--- config.mk ---
export PLATFORM = sky130hd
export DESIGN_NAME = uart_rx_fifo_flat
export DESIGN_NICKNAME = d
export VERILOG_FILES = /design/src/rtl/uart_rx_fifo_if.sv /design/src/rtl/uart_rx_fifo.sv /design/src/flat_wrapper.sv
export SDC_FILE = /design/constraint.sdc
export NUM_CORES = 1
export LEC_CHECK = 0
export CORE_UTILIZATION = 45
export DETAILED_ROUTE_END_ITERATION = 6
export SETUP_SLACK_MARGIN = 0.2
export SLEW_MARGIN = 20
export SYNTH_ARGS = -nofsm -noshare
export SYNTH_HDL_FRONTEND = slang
export SYNTH_SLANG_ARGS = --single-unit
export TNS_END_PERCENT = 1
--- constraint.sdc ---
create_clock -name sysclk -period 2.6 [get_ports sysclk]
set_input_delay 0.39 -clock sysclk [delete_from_list [all_inputs] [get_ports sysclk]]
set_output_delay 0.39 -clock sysclk [all_outputs]
set_load 0.01 [all_outputs]
--- src/rtl/uart_rx_fifo_if.sv ---
// Handshake bundle between the UART receiver/consumer side and uart_rx_fifo.
// master drives receiver bytes and consumer controls; slave is the FIFO itself.
interface uart_rx_fifo_if #(
  parameter int ADDR_W = 4
);
  logic [7:0]      rx_data;
  logic            rx_status;
  logic            pop;
  logic            clr_ovf;
  logic [7:0]      dout;
  logic            empty;
  logic            full;
  logic [ADDR_W:0] level;
  logic            overflow;

  modport master (
    output rx_data, rx_status, pop, clr_ovf,
    input  dout, empty, full, level, overflow
  );

  modport slave (
    input  rx_data, rx_status, pop, clr_ovf,
    output dout, empty, full, level, overflow
  );
endinterface

--- src/rtl/uart_rx_fifo.sv ---
// Captures one byte per rising rx_status edge into a circular FIFO read through a pop port.
// Define UART_RX_FIFO_FWFT_EN for first-word-fall-through reads; default is a registered read on pop.
module uart_rx_fifo #(
  parameter int ADDR_W = 4
) (
  input logic           sysclk,
  input logic           reset,
  uart_rx_fifo_if.slave bus
);
  localparam int DEPTH = 2 ** ADDR_W;
  localparam int LVL_W = ADDR_W + 1;

  logic [2:0]        sync_q, sync_d;
  logic [ADDR_W-1:0] wr_ptr_q, wr_ptr_d;
  logic [ADDR_W-1:0] rd_ptr_q, rd_ptr_d;
  logic [LVL_W-1:0]  level_q, level_d;
  logic              empty_q, empty_d;
  logic              full_q, full_d;
  logic              overflow_q, overflow_d;
  logic [7:0]        mem_q [DEPTH];

  logic push_req, do_push, do_pop, drop;

  always_comb begin
    // NOTE: every always_comb output gets a default first so no path can infer a latch.
    sync_d     = {sync_q[1:0], bus.rx_status};
    wr_ptr_d   = wr_ptr_q;
    rd_ptr_d   = rd_ptr_q;
    overflow_d = overflow_q;

    // sync_q[1] is the synchronised strobe, sync_q[2] its previous value.
    push_req = sync_q[1] & ~sync_q[2];
    do_pop   = bus.pop & ~empty_q;
    do_push  = push_req & (~full_q | bus.pop);
    drop     = push_req & full_q & ~bus.pop;

    if (do_push) wr_ptr_d = wr_ptr_q + ADDR_W'(1);
    if (do_pop)  rd_ptr_d = rd_ptr_q + ADDR_W'(1);

    level_d = level_q + LVL_W'(do_push) - LVL_W'(do_pop);
    empty_d = (level_d == '0);
    full_d  = (level_d == LVL_W'(DEPTH));

    if (drop)             overflow_d = 1'b1;
    else if (bus.clr_ovf) overflow_d = 1'b0;
  end

  always_ff @(posedge sysclk or posedge reset) begin
    // NOTE: sequential state uses non-blocking assignments so all flops update from pre-edge values.
    if (reset) begin
      sync_q     <= '1;
      wr_ptr_q   <= '0;
      rd_ptr_q   <= '0;
      level_q    <= '0;
      empty_q    <= 1'b1;
      full_q     <= 1'b0;
      overflow_q <= 1'b0;
    end else begin
      sync_q     <= sync_d;
      wr_ptr_q   <= wr_ptr_d;
      rd_ptr_q   <= rd_ptr_d;
      level_q    <= level_d;
      empty_q    <= empty_d;
      full_q     <= full_d;
      overflow_q <= overflow_d;
    end
  end

  // NOTE: the storage array has no reset; pointers and level decide which entries are valid.
  always_ff @(posedge sysclk) begin
    if (do_push) mem_q[wr_ptr_q] <= bus.rx_data;
  end

`ifdef UART_RX_FIFO_FWFT_EN
  assign bus.dout = empty_q ? 8'h00 : mem_q[rd_ptr_q];
`else
  logic [7:0] dout_q, dout_d;

  always_comb begin
    dout_d = dout_q;
    if (do_pop) dout_d = mem_q[rd_ptr_q];
  end

  always_ff @(posedge sysclk or posedge reset) begin
    if (reset) dout_q <= 8'h00;
    else       dout_q <= dout_d;
  end

  assign bus.dout = dout_q;
`endif

  assign bus.empty    = empty_q;
  assign bus.full     = full_q;
  assign bus.level    = level_q;
  assign bus.overflow = overflow_q;
endmodule

--- src/flat_wrapper.sv ---
// flat-port wrapper written by rule: the top's interface ports become plain ports
module uart_rx_fifo_flat 
#(
  parameter int ADDR_W = 4
)
  (sysclk, reset, bus_rx_data, bus_rx_status, bus_pop, bus_clr_ovf, bus_dout, bus_empty, bus_full, bus_level, bus_overflow);
  uart_rx_fifo_if #(.ADDR_W(ADDR_W)) bus_i ();
  input logic sysclk;
  input logic reset;
  input wire logic [$bits(bus_i.rx_data)-1:0] bus_rx_data;
  input wire logic [$bits(bus_i.rx_status)-1:0] bus_rx_status;
  input wire logic [$bits(bus_i.pop)-1:0] bus_pop;
  input wire logic [$bits(bus_i.clr_ovf)-1:0] bus_clr_ovf;
  output wire logic [$bits(bus_i.dout)-1:0] bus_dout;
  output wire logic [$bits(bus_i.empty)-1:0] bus_empty;
  output wire logic [$bits(bus_i.full)-1:0] bus_full;
  output wire logic [$bits(bus_i.level)-1:0] bus_level;
  output wire logic [$bits(bus_i.overflow)-1:0] bus_overflow;
  assign bus_i.rx_data = bus_rx_data;
  assign bus_i.rx_status = bus_rx_status;
  assign bus_i.pop = bus_pop;
  assign bus_i.clr_ovf = bus_clr_ovf;
  assign bus_dout = bus_i.dout;
  assign bus_empty = bus_i.empty;
  assign bus_full = bus_i.full;
  assign bus_level = bus_i.level;
  assign bus_overflow = bus_i.overflow;
  uart_rx_fifo #(.ADDR_W(ADDR_W)) u_core (.sysclk(sysclk), .reset(reset), .bus(bus_i));
endmodule
# Word-level counts from Yosys, hierarchy flattened
# Memories as Yosys holds them, arrays and structs flattened. A register that Yosys moved wholly into a read port is not among the register bits.
# Cells that the tools add are included.
# W data, S select, Z words.
# totals
reg_bits	19
n_memories	1
word_cells	29
mem_bits_rw	128
output_inout_bits	16
inputBits	13
# classes
bitwise_logic	10
n_mux	4
add_sub_neg	4
reduce_logical	2
n_eq_ne	1
# mem_list
name	words	word_bits	read_ports	rd_clocked_by_memory_dff	wr	line	text
u_core.mem_q	16	8	1	1	1	uart_rx_fifo.sv:20	logic [7:0] mem_q [DEPTH];
# op_table
operator	n
$add A4 B1 Y4 const B	2
$add A5 B1 Y5	1
$and A1 B1 Y1	5
$eq A5 B5 Y1 const B	1
$logic_not A5 Y1	1
$sub A5 B1 Y5	1
$mux W1	4
$not A1 Y1	4
$reduce_bool A2 Y1	1
$or A1 B1 Y1	1

# Longest topological paths before layout
# Gate-level depths: netlist of the first run.
# depth
word_depth	6
depth_mapped	11
ltp_nobuf	11

# Worst setup path after synthesis of the first run
# Ideal clock, no wire load.
# synth_timing
kind	reg2reg
startpoint	reg u_core.empty_q (netlist: u_core.bus.empty)
endpoint	reg u_core.full_q (netlist: u_core.bus.full)
slack_ps	242
arrival_ps	2257
synth_period_minus_slack_ps	2358
n_path_buf	0
setup_time_ps	101
required_time_ps	2499
path_stages_with_launch	12
cell_sequence	dfstp_2 nand2b_1 inv_1 ha_1 inv_1 ha_1 inv_1 fa_1 nor2b_1 o21ai_0 and3_1 nor4_1
# synth_between
elab_chain_len	4
# synth_rtl
item	line	text
start, declared	uart_rx_fifo.sv:17	logic empty_q, empty_d;
start signal, assigned	uart_rx_fifo.sv:63	empty_q <= empty_d;
$not A1 Y1	uart_rx_fifo.sv:33	do_pop = bus.pop & ~empty_q;
$and A1 B1 Y1	uart_rx_fifo.sv:33	
net u_core.do_pop	uart_rx_fifo.sv:22	logic push_req, do_push, do_pop, drop;
$sub A5 B1 Y5	uart_rx_fifo.sv:40	level_d = level_q + LVL_W'(do_push) - LVL_W'(do_pop);
$eq A5 B5 Y1	uart_rx_fifo.sv:42	full_d = (level_d == LVL_W'(DEPTH));
net u_core.full_d	uart_rx_fifo.sv:18	logic full_q, full_d;
end signal, assigned	uart_rx_fifo.sv:64	full_q <= full_d;
end, declared	uart_rx_fifo.sv:18	
# The timed path passes the listed nets, and every way through them passes these cells.
# A chain may end at the register's enable or synchronous reset.

# Worst setup path after layout of the first run
# layout_timing
startpoint	reg u_core.empty_q (netlist: u_core.bus.empty)
endpoint	reg u_core.empty_q (netlist: u_core.bus.empty)
# layout_between
elab_chain_len	4
# layout_rtl
item	line	text
$not A1 Y1	uart_rx_fifo.sv:33	
$and A1 B1 Y1	uart_rx_fifo.sv:33	
net u_core.do_pop	uart_rx_fifo.sv:22	
$sub A5 B1 Y5	uart_rx_fifo.sv:40	
net u_core.level_d[1]	uart_rx_fifo.sv:16	logic [LVL_W-1:0] level_q, level_d;
$logic_not A5 Y1	uart_rx_fifo.sv:41	empty_d = (level_d == '0);
net u_core.empty_d	uart_rx_fifo.sv:17	
# The timed path passes the listed nets, and every way through them passes these cells.

==> summary.txt, run 1 <==
Post-Synthesis Cells = 385
Placed Instances = 595
Fmax achieved = 426 MHz
top cells by count, synth = 128 x edfxtp_1, 54 x mux2i_1, 24 x nand2_1
CP peak stage delay = 0.53 ns
initial antenna violation count = 0
CTS Buf Count = 17
post-synth net total = 409
DIE HEIGHT = 120 um
CTS root buf = clkbuf_16
Vias = 3324
skew final = 0.00725 ns
flop-to-flop setup slack = 0.25 ns
Yosys reg bits = 155
vias in the first global route = 3504
crit path kind = reg -> reg
TritonCTS clock tree = done
DR WL/cell = 20.3 um
period utilisation layout = 90.2%
Setup crit start kind = register
total die area = 14400 um2
Mapped Area = 6240 um2
slowest cell on the critical path = dfstp_2
TNS Setup = 0 ns
Yosys cell types = 41
Ant. Diodes = 0
Clock transition at path regs = 0.06 ns
Fin. Hold Viols = 0
gr ovfl total = 0
ys flop type = edfxtp_1
GPL Wtd Cong = 0.733
RSZ-0062 raised after global routing = yes
# port buffers = 28
layout cell share with drive strength beyond 1 = 18.1%
Peak supply drop = 0.000488 V
clock network latency to the later pin of the worst-skew pair = 0.42 ns
hpwl dp = 8.14 mm
std cell rows = 42
Critical Path AT = 2.68 ns
Critical Path End Type = register
ranking of synthesized cells by area = edfxtp_1 62%, dfrtp_1 9.2%, mux2i_1 8.7%
Initial Utilization = 46.6%
Final Core Density = 56.2%
power per cell area = 1120 nW/um2
first drt pass iteration count = 4
DIE WIDTH = 120 um
Overall Power = 8.46 mW
CP Capture Point = u_core.bus.empty
number of synthesized flops with an enable pin = 128
worst-margin pin slew = 0.684 ns
Final Slew Violations = 0
Final setup viols = 0
largest net degree at the start of global routing = 25
non-filler cells, final = 629
I/O pin count = 29
reg2reg end = u_core.bus.empty
Post-DRT Antenna Nets = 0
CP cell instances = nand2b_4 > inv_4 > ha_4 > inv_4 > ha_4 > inv_2 > fa_2 > inv_2 > or3_4 > nor4_4
Pleak = 2.72 nW
Worst Setup SP = u_core.bus.empty
Final min period = 2.35 ns
nets = 464
worst r2r src = u_core.bus.empty
WP data required = 2.94 ns
first-pass GRT wire length = 19.8 mm
Syn Area/Cell = 16.2 um2
number of hold buffers added after cts = 0
CTS sink cnt = 155
cell taking the most area after synthesis = edfxtp_1
crit-path max FO = 2
DRC viols = 0
Max Cap Viol = 0
fraction of registers with async set/reset = 17.4%
clk buf depth = 2
status = finished, final reports clean
GRT Resource Usage Total = 19.2%
Seq/Total Area, Yosys = 72.5%
most numerous cell in the Yosys netlist = edfxtp_1
slew margin rel. = 54.3%
Post-Route WL = 12.8 mm
Core ar. = 13400 um2
area grow syn2layout = 20.6%
Yosys top cell area share = 61.6%
H-tree Lvls = 4
Worst Hold Class = in -> async
reg2reg path depth = 10
post-DR vias/cell = 5.28
Synth Warn # = 0
DRC marker count from the first detailed-route iteration = 238
[where the power goes]
part	leakage [nW]	switching, mW	internal [mW]
logic	0.967	1.41	1.22
registers	1.47	0.343	3.01
clock network	0.285	0.944	1.53
[critical path, delay by kind of cell, from the launching register on]
family,cells,cell delay (ns)
simple gates,3,0.70
flops,1,0.53
fa+ha+maj,3,0.86
buf+inv,4,0.17
[cell usage in the layout, fill, tap and decap left out, types with 3 or more instances in the layout]
| master | synthesis | layout |
|---|---|---|
| clkbuf_16 | 0 | 17 |
| a32oi_1 | 6 | 6 |
| xnor2_1 | 8 | 8 |
| mux4_2 | 3 | 3 |
| nor2_1 | 15 | 15 |
| bufinv_16 | 0 | 3 |
| nor3_1 | 4 | 4 |
| inv_1 | 16 | 12 |
| dfrtp_1 | 23 | 21 |
| ha_1 | 10 | 8 |
| a22oi_1 | 21 | 21 |
| nand2b_1 | 4 | 3 |
| clkdlybuf4s50_1 | 0 | 28 |
| dfstp_2 | 4 | 4 |
| a21oi_1 | 8 | 7 |
| nand3_1 | 7 | 7 |
| nand2_1 | 24 | 24 |
| edfxtp_1 | 128 | 128 |
| nor2b_1 | 5 | 4 |
| buf_4 | 3 | 27 |
| and2_1 | 3 | 3 |
| mux2i_1 | 54 | 54 |
| clkbuf_1 | 8 | 3 |
[cell type report]
type | count | area [um2]
inverters | 16 | 65.1
well taps | 176 | 220
clock buffers | 21 | 450
multi-input cells | 195 | 1640
flip-flops and latches | 155 | 4530
fillers | 1074 | 5870
clock inverters | 11 | 145
repair buffers | 55 | 483
[through the flow]
| stage | worst slack [ns] | hold slack [ns] | instance area [um2] |
|---|---|---|---|
| 2_1_floorplan | 0.242 | 0.345 | 6240 |
| 3_3_place_gp | -0.119 | 0.350 | 6830 |
| 3_5_place_dp | -0.173 | 0.349 | 6830 |
| 4_1_cts | 0.207 | 0.210 | 7480 |
| 5_1_grt | 0.185 | 0.233 | 7530 |
| 6_report | 0.255 | 0.201 | 7530 |
[state kept, by name, indices dropped and copies added (netlist names)]
register / cells
u_core.wr_ptr_q: 4
u_core.rd_ptr_q: 4
u_core.mem_q: 128
u_core.bus.level: 5
u_core.bus.full: 1
u_core.bus.overflow: 1
u_core.bus.empty: 1
u_core.sync_q: 3
u_core.bus.dout: 8
[logic make-up (layout without fill, tap and decap cells)]
logic type	Yosys count	in the layout	synth area share, %
AND/OR/NAND/NOR	69	69	5.19
adder cells (fa/ha/maj)	11	11	2.32
flip-flops	155	155	72.5
AO/OA/AOI/OAI	45	45	5.19
multiplexers	61	61	10.9
buffers and inverters	35	103	2.64
XOR/XNOR	9	9	1.26
[routing by layer]
| metal | wire length (um) | up-vias | global-route usage, % |
|---|---|---|---|
| met1 | 5630 | 1680 | 25.7 |
| met2 | 6400 | 67 | 30.7 |
| met4 | 132 | 0 | 7.73 |
| li1 | - | 1565 | - |
| met3 | 590 | 12 | 4.13 |
| met5 | 0 | - | 0 |
[worst min-delay path by stage]
stage,start,end,slack (ns),depth (start not counted)
CTS,reset,u_core.bus.overflow,0.21,2
global placement,u_core.sync_q[0],u_core.sync_q[1],0.35,0
detailed placement,u_core.sync_q[0],u_core.sync_q[1],0.35,0
floorplan,u_core.sync_q[0],u_core.sync_q[1],0.35,0
finish,reset,u_core.bus.overflow,0.20,2
global route,reset,u_core.bus.overflow,0.23,2
[repair_timing]
item                       in CTS  in global routing
setup endpoints to repair       3                  3
buffers inserted                1                  1
pin swaps                       3                  3
gates resized for setup        13                  8
Note: power is estimated with default switching activity, not from simulation.
==> run 2, diff against run 1 <==
--- a/config.mk
+++ b/config.mk
@@ -7,6 +7,7 @@
 export LEC_CHECK = 0
 export CORE_UTILIZATION = 45
 export DETAILED_ROUTE_END_ITERATION = 6
+export GPL_ROUTABILITY_DRIVEN = 0
 export SETUP_SLACK_MARGIN = 0.2
 export SLEW_MARGIN = 20
 export SYNTH_ARGS = -nofsm -noshare
==> results of run 2 <==
The final DEF is identical to that of run 1; final timing and power are the same.
